$ cat src/rtl/bin_to_bcd_seq.sv
// Sequential binary-to-BCD converter using shift-add-3, one input bit per clock.
// Handles unsigned or two's-complement operands; reports sign, digit count and overflow.
module bin_to_bcd_seq #(
    parameter  int WIDTH  = 400,
    parameter  int DIGITS = 121,
    localparam int CNT_W  = $clog2(DIGITS + 1)
) (
    input  logic                  clk,
    input  logic                  rst,
    input  logic                  in_valid,
    output logic                  in_ready,
    input  logic [WIDTH-1:0]      in_bin,
    input  logic                  in_signed,
    output logic                  out_valid,
    input  logic                  out_ready,
    output logic [4*DIGITS-1:0]   out_bcd,
    output logic                  out_neg,
    output logic [CNT_W-1:0]      out_ndigits,
    output logic                  out_ovf
);

    localparam int IW = (WIDTH > 1) ? $clog2(WIDTH) : 1;

    typedef enum logic [1:0] {
        IDLE   = 2'd0,
        SHIFT  = 2'd1,
        FINISH = 2'd2,
        HOLD   = 2'd3
    } state_t;

    state_t               state_reg;
    state_t               state_next;

    logic [WIDTH-1:0]     mag_reg;
    logic [4*DIGITS-1:0]  bcd_reg;
    logic                 ovf_reg;
    logic [IW-1:0]        cnt_reg;
    logic                 neg_reg;
    logic [CNT_W-1:0]     ndigits_reg;
    logic                 out_ovf_reg;

    logic                 in_neg;
    logic [WIDTH-1:0]     in_mag;
    logic [4*DIGITS-1:0]  adj;
    logic [4*DIGITS-1:0]  bcd_shifted;
    logic                 top_carry;
    logic [DIGITS-1:0]    digit_nz;
    logic [CNT_W-1:0]     ndigits_next;

    assign in_neg = in_signed & in_bin[WIDTH-1];
    assign in_mag = in_neg ? (~in_bin + WIDTH'(1)) : in_bin;

    // Per-digit correction: any digit >= 5 gets +3 before the shift so it carries as decimal.
    genvar gi;
    generate
        for (gi = 0; gi < DIGITS; gi++) begin : g_digit
            logic [3:0] digit;
            assign digit              = bcd_reg[4*gi +: 4];
            assign adj[4*gi +: 4]     = (digit >= 4'd5) ? digit + 4'd3 : digit;
            assign digit_nz[gi]       = |digit;
        end
    endgenerate

    // The bit leaving the top digit is a decimal carry beyond DIGITS digits.
    assign bcd_shifted = {adj[4*DIGITS-2:0], mag_reg[WIDTH-1]};
    assign top_carry   = adj[4*DIGITS-1];

    always_comb begin
        ndigits_next = CNT_W'(1);
        for (int k = 0; k < DIGITS; k++) begin
            if (digit_nz[k]) begin
                ndigits_next = CNT_W'(k + 1);
            end
        end
    end

    // State register
    always_ff @(posedge clk) begin
        if (rst) begin
            state_reg <= IDLE;
        end else begin
            state_reg <= state_next;
        end
    end

    // Next-state logic
    always_comb begin
        state_next = state_reg;
        case (state_reg)
            IDLE:    if (in_valid)        state_next = SHIFT;
            SHIFT:   if (cnt_reg == '0)   state_next = FINISH;
            FINISH:                       state_next = HOLD;
            HOLD:    if (out_ready)       state_next = IDLE;
            default:                      state_next = IDLE;
        endcase
    end

    // Output decode
    always_comb begin
        in_ready  = 1'b0;
        out_valid = 1'b0;
        case (state_reg)
            IDLE:    in_ready  = 1'b1;
            HOLD:    out_valid = 1'b1;
            default: ;
        endcase
    end

    // Datapath
    always_ff @(posedge clk) begin
        if (rst) begin
            mag_reg     <= '0;
            bcd_reg     <= '0;
            ovf_reg     <= 1'b0;
            cnt_reg     <= '0;
            neg_reg     <= 1'b0;
            ndigits_reg <= '0;
            out_ovf_reg <= 1'b0;
        end else begin
            case (state_reg)
                IDLE: begin
                    if (in_valid) begin
                        mag_reg <= in_mag;
                        neg_reg <= in_neg;
                        bcd_reg <= '0;
                        ovf_reg <= 1'b0;
                        cnt_reg <= IW'(WIDTH - 1);
                    end
                end
                SHIFT: begin
                    mag_reg <= {mag_reg[WIDTH-2:0], 1'b0};
                    bcd_reg <= bcd_shifted;
                    ovf_reg <= ovf_reg | top_carry;
                    if (cnt_reg != '0) begin
                        cnt_reg <= cnt_reg - IW'(1);
                    end
                end
                FINISH: begin
                    ndigits_reg <= ndigits_next;
                    out_ovf_reg <= ovf_reg;
                end
                default: ;
            endcase
        end
    end

    assign out_bcd     = bcd_reg;
    assign out_neg     = neg_reg;
    assign out_ndigits = ndigits_reg;
    assign out_ovf     = out_ovf_reg;

endmodule

$ cat config.mk
export PLATFORM = sky130hd
export DESIGN_NAME = bin_to_bcd_seq
export DESIGN_NICKNAME = d
export VERILOG_FILES = /design/src/rtl/bin_to_bcd_seq.sv
export SDC_FILE = /design/constraint.sdc
export NUM_CORES = 2
export LEC_CHECK = 0
export CORE_MARGIN = 2
export CORE_UTILIZATION = 40
export CTS_CLUSTER_SIZE = 24
export DETAILED_ROUTE_END_ITERATION = 10
export SLEW_MARGIN = 20
export SYNTH_ARGS = -nofsm -noshare
export SYNTH_HDL_FRONTEND = slang
export SYNTH_SLANG_ARGS = --single-unit
$ cat constraint.sdc
create_clock -name clk -period 4.5 [get_ports clk]
set_input_delay 0.9 -clock clk [delete_from_list [all_inputs] [get_ports clk]]
set_output_delay 0.9 -clock clk [all_outputs]
set_load 0.05 [all_outputs]
==> summary.txt <==
Critical R2R Launch -> out_bcd[344]
count of flip-flops with a built-in enable after synthesis -> 0
fin nets -> 9404
Slew HR -> 0.206
first-pass GRT wire length -> 406000 microns
DRC Markers -> 0
clock group share of total power -> 0.341
Root Buffer -> clkbuf_16
P_int -> 17.3 mW
Synth area leader -> dfxtp_1
Clk pin slew, worst setup/hold paths -> 0.06 ns
routed vias/inst -> 6.06
Clock Latency Late Sink -> 0.74 ns
ys flop type -> dfxtp_1
Setup Viol. Count Final -> 0
DRT antenna net count -> 0
GRT Overall Usage -> 0.366
Synth Register Bits -> 905
Arrival @ worst endpoint -> 5.06 ns
Yosys top cell area share -> 0.320
MaxCap Viol Count -> 0
initial antenna violation count -> 25
Flop pwr share -> 0.349
drt wl/cell -> 25.9 microns
GR Overflow Total -> 0
Num CTS Buffers -> 112
PortBufs -> 899
Seq/Total Area, Yosys -> 0.320
vias in the first global route -> 60500
hold path depth -> 2
area taken by multi-input logic gates -> 35900 sq um
synthesized net count -> 8120
synth unique cells -> 81
row count -> 138
Async SR Flop Fraction -> 0
fraction of layout cells with a size suffix above 1 -> 0.113
Total Power -> 28.2 mW
mux contribution to synthesized area -> 0.00124
Critical Path RT -> 5.12 ns
crit-path max cell delay -> 0.80 ns
combinational share of power -> 0.310
maximum vdd ir drop -> 0.529 mV
yosys warns -> 0
Layout area overhead -> 34.5%
die extent in x -> 380 microns
status -> finished, final reports clean
ranking of synthesized cells by area -> dfxtp_1, ha_1, nor2_1
syn avg cell area -> 7.58 sq um
largest family of logic cells by synthesized area -> simple AND/OR/NAND/NOR gates
Clock Path Buffers -> 3
Final min period -> 4.44 ns
I/O pin count -> 900
worst-margin pin slew -> 1.19 ns
Core Area -> 141000 sq um
die area -> 145000 sq um
CTS resizes -> 0
fin crit share -> 0.986
crit path launch type -> input port
endpoint type of the worst setup path -> flop
Hold Path Class -> flop to flop
post-synthesis simple-gate area fraction -> 0.255
reg2reg setup slack -> 1.02 ns
Post-CTS Hold Buffers -> 0
Crit. Startpoint -> in_bin[14]
Post-Synthesis Cell Area -> 56600 sq um
Leak -> 27.2 nW
pwr dens -> 370 nW/um^2
RSZ-0062 raised after global routing -> false
utilization after layout -> 0.540
Starting Density -> 0.401
Slowest-stage cell, CP -> o41ai_1
H-tree Lvls -> 3
routability-driven placement congestion ratio -> 1.07
# fillers -> 13500
TritonCTS clock tree -> done
placed cell areas -> 72200 sq um
Post-Layout Inst Area -> 76100 sq um
largest net degree at the start of global routing -> 209
die height -> 380 microns
final hold vios -> 0
FMAX -> 0.225 GHz
FF-to-FF End -> out_ndigits[3]
DR iter-0 viols -> 7137
clock skew -> 0.0259 ns
vias post-DR -> 65000
max-slew violation count -> 0
CP cell instances -> clkdlybuf4s50_1 > or4_1 > or4_1 > nor3_2 > buf_4 > nand4_1 > buf_4 > o41ai_1 > buf_4 > xor2_1 > o21ai_0 > a22o_1
cell count of the worst reg-to-reg path -> 10
Critical Path End -> mag_reg[242]
max reg flops -> 484
number of post-CTS setup repair buffers -> 0
switching share of power -> 0.386
CP Max Fanout -> 7
fraction of the mapped netlist area in compound gates -> 0.223
dpl hpwl -> 212000 microns
adder-cell share of the synthesized area -> 0.0555
wirelength, routed -> 278000 microns
Post-Synth XOR/XNOR Area -> 0.0966
Storage cell area -> 18100 sq um
Setup Crit Path Kind -> input port to flop
Crit path top cell by count -> buf_4
Post-Synthesis Cells -> 7464
P_sw -> 10.9 mW
CTS sink cnt -> 905
Detailed Routing Iterations Pass 1 -> 9
[critical path, delay by kind of cell]
kind / cells / cell delay, ns
AO/OA/AOI/OAI: 3 / 1.12
AND/OR/NAND/NOR: 4 / 1.67
buffers and inverters: 4 / 1.13
XOR/XNOR: 1 / 0.22
[through the flow]
stage | setup TNS [ns] | setup slack (ns) | std cells | hold WS (ns)
6_report | 0 | 0.0610 | 10700 | 0.453
2_1_floorplan | 0 | 0.365 | 7464 | 0.416
5_1_grt | 0 | 0.145 | 10700 | 0.468
3_3_place_gp | -20.71 | -0.511 | 10500 | 0.428
4_1_cts | 0 | 0.225 | 10700 | 0.453
3_5_place_dp | -32.73 | -0.549 | 10500 | 0.441
[synthesized netlist by cell type (all sizes together) (22+ instances only)]
cell type / count
a31oi: 164
nand4: 67
a222oi: 90
xor2: 301
nor3b: 68
nor3: 428
o22ai: 91
nand3: 308
or3: 83
or4: 72
a21oi: 563
and2: 22
a22oi: 333
o31ai: 44
and3: 89
ha: 251
nand2: 547
clkbuf: 409
xnor2: 323
nand2b: 146
o21ai: 574
a211oi: 29
inv: 274
dfxtp: 905
nor2: 812
buf: 38
nor4: 151
[cell families (layout without fill, tap and decap cells)]
kind of cell	after synthesis	after routing
adders and majority gates	251	251
muxes	7	7
other	0	3
xor gates and xnor gates	624	624
buffers and inverters	721	2101
DFF	905	905
and+or+nand+nor	2906	2906
AOI/OAI and AO/OA	2050	2050
[how the worst min path moves through the flow]
stage | endpoint | startpoint | slack, ns
floorplan | mag_reg[267] | mag_reg[267] | 0.42
global placement | mag_reg[150] | mag_reg[150] | 0.43
finish | mag_reg[157] | mag_reg[157] | 0.45
global route | mag_reg[210] | mag_reg[210] | 0.47
detailed placement | mag_reg[149] | mag_reg[149] | 0.44
CTS | mag_reg[210] | mag_reg[210] | 0.45
[routing by layer]
| layer | global-route usage | wire [microns] |
|---|---|---|
| met1 | 0.463 | 112000 |
| met4 | 0.217 | 18800 |
| met3 | 0.0686 | 22900 |
| met5 | 0 | 304 |
| met2 | 0.581 | 124000 |
[cell type report]
type | count | area share
flip-flops and latches | 905 | 0.238
multi-input cells | 5838 | 0.471
well taps | 1890 | 0.0311
inverters | 274 | 0.0135
clock inverters | 40 | 0.00671
clock buffers | 170 | 0.0444
repair buffers | 1617 | 0.195
diodes | 3 | 0.0000986
[power groups by stage]
stage / registers (mW) / clock network [mW] / logic (mW)
3_5_place_dp: 9.97 / 0 / 8.57
3_3_place_gp: 9.96 / 0 / 8.52
4_1_cts: 9.82 / 9.74 / 8.57
2_1_floorplan: 9.79 / 0 / 5.13
6_report: 9.85 / 9.61 / 8.74
5_1_grt: 9.95 / 10.1 / 9.27
[cell usage in the layout, fill, tap and decap left out, types with 130 or more instances in the layout]
cell	n
a21oi_1	563
a22oi_1	333
a31oi_1	164
buf_4	684
clkdlybuf4s50_1	898
dfxtp_1	905
ha_1	250
inv_1	273
nand2_1	543
nand2b_1	146
nand3_1	307
nor2_1	807
nor3_1	423
nor4_1	130
o21ai_0	533
xnor2_1	323
xor2_1	301
No activity file was read; power rests on OpenSTA's default activity.
